<file path="src/rtl/if_ctl_if.sv">
`default_nettype none
// ============================================================================
// Module      : if_ctl_if
// Description : Bundle of the fetch controller's external signals.
//               The master modport is the fetch controller's view and the
//               slave modport is the surrounding pipeline and I-cache view.
//   redirect     backend -> fetch   redirect request (branch/trap)
//   redirect_pc  backend -> fetch   new fetch target (low two bits ignored)
//   be_stall     backend -> fetch   hold the current predecode input
//   ic_req       fetch -> I-cache   request valid
//   ic_addr      fetch -> I-cache   word address of the request
//   ic_ack       I-cache -> fetch   response valid for the outstanding request
//   ic_data      I-cache -> fetch   instruction word, valid with ic_ack
//   pd_pc        fetch -> predecode PC of the presented instruction
//   pd_ir        fetch -> predecode presented instruction
//   pd_stall     fetch -> predecode stall
// Revision    : 1.0 - initial release
// ============================================================================
interface if_ctl_if;
  logic        redirect;
  logic [63:0] redirect_pc;
  logic        be_stall;
  logic        ic_req;
  logic [63:0] ic_addr;
  logic        ic_ack;
  logic [31:0] ic_data;
  logic [63:0] pd_pc;
  logic [31:0] pd_ir;
  logic        pd_stall;

  modport master (
    input  redirect, redirect_pc, be_stall, ic_ack, ic_data,
    output ic_req, ic_addr, pd_pc, pd_ir, pd_stall
  );

  modport slave (
    output redirect, redirect_pc, be_stall, ic_ack, ic_data,
    input  ic_req, ic_addr, pd_pc, pd_ir, pd_stall
  );
endinterface
`default_nettype wire

</file>
<file path="src/rtl/if_ctl.sv">
`default_nettype none
// ============================================================================
// Module      : if_ctl
// Description : Fetch-stage controller. Generates the sequential fetch PC,
//               issues single-outstanding word requests to the I-cache,
//               buffers returned words in a QDEPTH-entry queue and presents
//               the queue head (PC + instruction) to predecode. Redirects
//               flush the queue and discard any stale in-flight response.
//               All state changes on the falling edge of clk.
// Ports       : clk  - hart clock (falling edge active)
//               rst  - synchronous active-high reset
//               bus  - if_ctl_if.master: redirect/be_stall from the backend,
//                      ic_req/ic_addr/ic_ack/ic_data to the I-cache,
//                      pd_pc/pd_ir/pd_stall to predecode
// Revision    : 1.0 - initial release
// ============================================================================
module if_ctl #(
  parameter logic [63:0] RESET_PC = 64'h0000_0000_8000_0000,
  parameter int          QDEPTH   = 2,
  parameter logic [31:0] NOP      = 32'h0000_0013
) (
  input  wire logic clk,
  input  wire logic rst,
  if_ctl_if.master  bus
);

  localparam int AW = (QDEPTH > 1) ? $clog2(QDEPTH) : 1;
  localparam int CW = AW + 1;
  localparam logic [CW-1:0] DEPTH_C = CW'(QDEPTH);

  typedef enum logic [1:0] {
    IDLE  = 2'd0,
    REQ   = 2'd1,
    DRAIN = 2'd2
  } state_e;

  state_e        state_q, state_d;
  logic [63:0]   fetch_pc_q, fetch_pc_d;
  logic [CW-1:0] count_q, count_d;
  logic [AW-1:0] head_q, head_d;
  logic [AW-1:0] tail_q, tail_d;
  logic [63:0]   pc_mem_q [QDEPTH];
  logic [31:0]   ir_mem_q [QDEPTH];

  logic          pop;
  logic          push;
  logic [CW-1:0] count_after_pop;

  // Word alignment drops the two low redirect bits.
  logic unused_rpc_lsbs;
  assign unused_rpc_lsbs = ^bus.redirect_pc[1:0];

  // --------------------------------------------------------------------------
  // Next-state logic
  // --------------------------------------------------------------------------
  always_comb begin
    pop             = (count_q != '0) && !bus.be_stall && !bus.redirect;
    push            = (state_q == REQ) && bus.ic_ack && !bus.redirect;
    count_after_pop = count_q - CW'(pop);

    state_d    = state_q;
    fetch_pc_d = fetch_pc_q;
    count_d    = count_q;
    head_d     = head_q;
    tail_d     = tail_q;

    if (bus.redirect) begin
      // Flush: pointers return to zero along with the count.
      count_d    = '0;
      head_d     = '0;
      tail_d     = '0;
      fetch_pc_d = {bus.redirect_pc[63:2], 2'b00};
      unique case (state_q)
        IDLE:    state_d = REQ;
        // Without an ack the old request is still out at the cache and its
        // response must be swallowed before a new request may be issued.
        REQ:     state_d = bus.ic_ack ? REQ : DRAIN;
        // If the awaited stale response lands on this very edge there is
        // nothing left to drain; waiting here would never see another ack.
        DRAIN:   state_d = bus.ic_ack ? REQ : DRAIN;
        default: state_d = IDLE;
      endcase
    end else begin
      count_d = count_after_pop + CW'(push);
      if (pop) begin
        head_d = head_q + AW'(1);
      end
      if (push) begin
        tail_d     = tail_q + AW'(1);
        fetch_pc_d = fetch_pc_q + 64'd4;
      end
      unique case (state_q)
        IDLE: begin
          // An ack seen while idle is not ours and is ignored.
          if (count_after_pop < DEPTH_C) begin
            state_d = REQ;
          end
        end
        REQ: begin
          if (bus.ic_ack) begin
            state_d = (count_d < DEPTH_C) ? REQ : IDLE;
          end
        end
        DRAIN: begin
          if (bus.ic_ack) begin
            state_d = REQ;
          end
        end
        default: state_d = IDLE;
      endcase
    end
  end

  // --------------------------------------------------------------------------
  // State registers
  // --------------------------------------------------------------------------
  always_ff @(negedge clk) begin
    if (rst) begin
      state_q    <= IDLE;
      fetch_pc_q <= RESET_PC;
      count_q    <= '0;
      head_q     <= '0;
      tail_q     <= '0;
    end else begin
      state_q    <= state_d;
      fetch_pc_q <= fetch_pc_d;
      count_q    <= count_d;
      head_q     <= head_d;
      tail_q     <= tail_d;
      // A push into a full queue without a matching pop loses an instruction.
      assert (!(push && !pop && (count_q == DEPTH_C)));
    end
  end

  // Queue storage needs no reset: entries are only read while count_q > 0.
  always_ff @(negedge clk) begin
    if (push) begin
      pc_mem_q[tail_q] <= fetch_pc_q;
      ir_mem_q[tail_q] <= bus.ic_data;
    end
  end

  // --------------------------------------------------------------------------
  // Outputs
  // --------------------------------------------------------------------------
  always_comb begin
    bus.ic_req  = (state_q == REQ);
    bus.ic_addr = fetch_pc_q;
    if (count_q != '0) begin
      bus.pd_pc    = pc_mem_q[head_q];
      bus.pd_ir    = ir_mem_q[head_q];
      bus.pd_stall = bus.be_stall;
    end else begin
      bus.pd_pc    = 64'h0;
      bus.pd_ir    = NOP;
      bus.pd_stall = 1'b1;
    end
  end

endmodule
`default_nettype wire
</file>
<file path="src/flat_wrapper.sv">
// flat-port wrapper written by rule: the top's interface ports become plain ports
module if_ctl_flat 
#(
  parameter logic [63:0] RESET_PC = 64'h0000_0000_8000_0000,
  parameter int          QDEPTH   = 2,
  parameter logic [31:0] NOP      = 32'h0000_0013
)
  (clk, rst, bus_redirect, bus_redirect_pc, bus_be_stall, bus_ic_ack, bus_ic_data, bus_ic_req, bus_ic_addr, bus_pd_pc, bus_pd_ir, bus_pd_stall);
  if_ctl_if bus_i ();
  input  wire logic clk;
  input  wire logic rst;
  input wire logic [$bits(bus_i.redirect)-1:0] bus_redirect;
  input wire logic [$bits(bus_i.redirect_pc)-1:0] bus_redirect_pc;
  input wire logic [$bits(bus_i.be_stall)-1:0] bus_be_stall;
  input wire logic [$bits(bus_i.ic_ack)-1:0] bus_ic_ack;
  input wire logic [$bits(bus_i.ic_data)-1:0] bus_ic_data;
  output wire logic [$bits(bus_i.ic_req)-1:0] bus_ic_req;
  output wire logic [$bits(bus_i.ic_addr)-1:0] bus_ic_addr;
  output wire logic [$bits(bus_i.pd_pc)-1:0] bus_pd_pc;
  output wire logic [$bits(bus_i.pd_ir)-1:0] bus_pd_ir;
  output wire logic [$bits(bus_i.pd_stall)-1:0] bus_pd_stall;
  assign bus_i.redirect = bus_redirect;
  assign bus_i.redirect_pc = bus_redirect_pc;
  assign bus_i.be_stall = bus_be_stall;
  assign bus_i.ic_ack = bus_ic_ack;
  assign bus_i.ic_data = bus_ic_data;
  assign bus_ic_req = bus_i.ic_req;
  assign bus_ic_addr = bus_i.ic_addr;
  assign bus_pd_pc = bus_i.pd_pc;
  assign bus_pd_ir = bus_i.pd_ir;
  assign bus_pd_stall = bus_i.pd_stall;
  if_ctl #(.RESET_PC(RESET_PC), .QDEPTH(QDEPTH), .NOP(NOP)) u_core (.clk(clk), .rst(rst), .bus(bus_i));
endmodule
</file>
<file path="config.mk">
export PLATFORM = sky130hd
export DESIGN_NAME = if_ctl_flat
export DESIGN_NICKNAME = d
export VERILOG_FILES = /design/src/rtl/if_ctl_if.sv /design/src/rtl/if_ctl.sv /design/src/flat_wrapper.sv
export SDC_FILE = /design/constraint.sdc
export NUM_CORES = 1
export LEC_CHECK = 0
export ABC_CLOCK_PERIOD_IN_PS = 27800
export CAP_MARGIN = 15
export CELL_PAD_IN_SITES_DETAIL_PLACEMENT = 2
export CELL_PAD_IN_SITES_GLOBAL_PLACEMENT = 2
export CORE_ASPECT_RATIO = 1.1
export CORE_MARGIN = 10
export CORE_UTILIZATION = 35
export DETAILED_ROUTE_END_ITERATION = 10
export GPL_ROUTABILITY_DRIVEN = 0
export PLACE_DENSITY_LB_ADDON = 0.1
export SKIP_CTS_REPAIR_TIMING = 1
export SLEW_MARGIN = 0
export SYNTH_ARGS = -nofsm -noshare
export SYNTH_HDL_FRONTEND = slang
export SYNTH_SLANG_ARGS = --single-unit
</file>
<file path="constraint.sdc">
create_clock -name clk -period 27.8 [get_ports clk]
set_input_delay 5.56 -clock clk [delete_from_list [all_inputs] [get_ports clk]]
set_output_delay 5.56 -clock clk [all_outputs]
set_load 0.02 [all_outputs]
</file>
==> flow_summary.yaml <==
grt:
  grt_pass1_wl_um: 68700
  grt_max_degree: 84
  overflow: 0
  antenna_found_initial: 2
  track_usage_pct: 22.09
  grt_pass1_vias: 11800
setup_path:
  path_max_fanout: 52
  slowest_delay_ns: 0.87
  endpoint_kind: "output pin"
  crit_type: "flip-flop to output pin"
  critPathLaunchType: "flip-flop"
  cp_data_required_time_ns: 22.24
  arrival_ns: 17.41
  critical-path-top-delay-family: "buffers and inverters"
  reg2reg_setup_slack_ns: 24.17
  cp_cell_sequence: "buf_4, mux2i_1, nor2_1, clkdlybuf4s50_1"
  slowest_stage: "dfxtp_4"
  cp.buffers_inverters: 2
power:
  p_per_area_nw_per_um2: 67.89
  max-vdd-ir-drop_mv: 0.04747
  leakagePower_nw: 6.171
timing:
  worst-slew-pin-transition_ns: 1.036
  slew_headroom_pct: 30.96
  fin_skew_ns: 0.05747
  fin_tns_setup_ns: 0
  slew_viol_final: 0
  hold_ws_ns: 0.5417
  hold_violations: 0
  setup_viol: 0
  rsz0062_at_grt: "no"
place:
  portBuffers: 256
  dp_hpwl_um: 26930
routing:
  vias_per_cell: 5.199
  drc: 0
  firstDrtPassIters: 4
  vias: 9686
  wl_per_cell_um: 24.20
  drt_iter0_markers: 358
  postRouteAntennaNets: 0
  totalWireLength_um: 45080
clocking:
  cts_sinks: 257
  clk_latency_ns: 0.65
  cts_htree_levels: 1
  root_buffer: "clkbuf_16"
  cts_buffers: 30
  tritoncts: "built"
  cts.path.max_buffers: 3
  clk_pin_slew_worst_paths_ns: 0.08
synth:
  syn-cell-area_um2: 11200
  syn_area_per_cell_um2: 12.14
  synthArstFlopShare_pct: 0
  synth_most_common_cell: "edfxtp_1"
  synthCells: 923
  synth_common_cells: "edfxtp_1 (188), nor2_1 (155), mux2i_1 (99)"
  ys_seq_area_share_pct: 62.73
  yosysUniqueCellTypes: 49
  ys.warnings.count: 0
  netlist_top_cells_area: "edfxtp_1 (50%), dfxtp_1 (12%), mux2i_1 (8.8%)"
  synth-main-ff-cell: "edfxtp_1"
  synth-edff-count: 188
  synth_top_area_share_pct: 50.40
  synth_area_leader_cell: "edfxtp_1"
  ys_ff_latch: 257
final_layout:
  syn_to_final_growth_pct: 43.12
  fin_nets: 1528
  final_util_pct: 50.92
  drive_gt1_share_pct: 5.135
min_path:
  hold_class: "flip-flop to flip-flop"
floorplan:
  core_area_um2: 31480
  die_y_um: 207.6
  die_x_um: 190.6
  start_util_pct: 35.58
  die_area_um2: 39570
  ios: 263
  rows: 68
run_status:
  status: "finished, final reports clean"
flow_run:
  max-cap-violations: 0
==> layout by cell type (no fill, tap or decap), types with 2 or more instances in the layout <==
cell type        netlist  layout
nand2_1               39      39
diode_2                0       2
and4_1                13      13
dfxtp_1               69      68
nand4_1               38      38
buf_4                  4      11
a311oi_1              19      19
or2_2                  3       3
xnor2_1               14      14
and3_1                11      10
clkinvlp_2             0       5
or4_1                 12      12
and2_1                 7       7
inv_4                  0       7
a2111oi_0              2       2
ha_1                   7       7
nor2_1               155     154
o21ai_0               11      11
nand3_1               27      27
o31ai_1               10      10
a21oi_1               16      16
conb_1                 1       4
mux2i_1               99      99
a211oi_1              28      28
clkbuf_16              0      31
nor3_2                 1       3
edfxtp_1             188     188
xor2_1                26      26
a31oi_1                2       2
or3_1                 11      11
nor3_1                17      15
nor4_1                 9       9
inv_1                 11     274
clkdlybuf4s50_1        0     255
==> layout make-up <==
class,count,area (um2)
well taps,420,525.5
fillers,3219,15450
inverters,10,38.79
repair buffers,267,2640
diodes,2,5.005
flip-flops and latches,257,7030
clock inverters,279,1102
multi-input cells,597,3913
clock buffers,31,775.7
==> kinds of logic (layout without fill, tap and decap cells) <==
logic type	after synthesis	after routing	synth area share, %
compound gates	95	95	6.010
xor+xnor	41	41	3.329
fa+ha+maj	7	7	0.7819
buf+inv	72	587	2.636
flops	257	257	62.73
mux	99	99	8.847
other cells	1	6	0.03348
simple gates	351	351	15.63
==> final timing paths <==
| check | start | endpoint | cells after the start |
|---|---|---|---|
| max | flip-flop | bus_pd_pc[59] | 4 |
| min | u_core.bus.ic_addr[58] | u_core.pc_mem_q[1][58] | 0 |
| max reg2reg | u_core.count_q[1] | u_core.state_q[0] | 13 |
| min reg2reg | u_core.bus.ic_addr[58] | u_core.pc_mem_q[1][58] | 0 |
==> power breakdown <==
part	internal [mW]	leakage, nW	switching [mW]
Combinational	0.0382	2.03	0.0444
Sequential	0.428	2.29	0.0176
Clock	0.261	1.84	0.299
Total	0.728	6.17	0.361
==> through the flow <==
step | std cells | setup WS, ns | total power [mW] | cell area, um2
3_5_place_dp | 1552 | 5.259 | 0.5884 | 14150
2_1_floorplan | 926 | 0.6636 | 0.5398 | 11210
3_3_place_gp | 1552 | 5.349 | 0.5841 | 14150
5_1_grt | 1861 | 4.685 | 1.160 | 16030
6_report | 1863 | 4.827 | 1.088 | 16030
4_1_cts | 1861 | 4.705 | 1.113 | 16030
==> per-layer routing <==
metal / track usage (%) / up-vias / wire length (um)
met2: 37.89 / 300 / 23550
met5: 0 / - / 13
met4: 8.448 / 2 / 586
met1: 24.39 / 4881 / 18130
met3: 7.846 / 50 / 2803
li1: - / 4453 / -
==> worst register-to-register path, delay by kind of cell, from the launching register on <==
family,cells,cell delay [ns]
fa+ha+maj,2,0.46
xor+xnor,1,0.39
simple gates,4,0.56
buf+inv,3,1.10
flops,1,0.38
compound gates,3,0.56
==> registers in the layout (all words and copies together), names as in the netlist, named ones only <==
name                flops
u_core.head_q           1
u_core.ir_mem_q        64
u_core.count_q          2
u_core.tail_q           1
u_core.pc_mem_q       124
u_core.bus.ic_addr     62
u_core.state_q          2
Power figures use the tool's default switching activity.
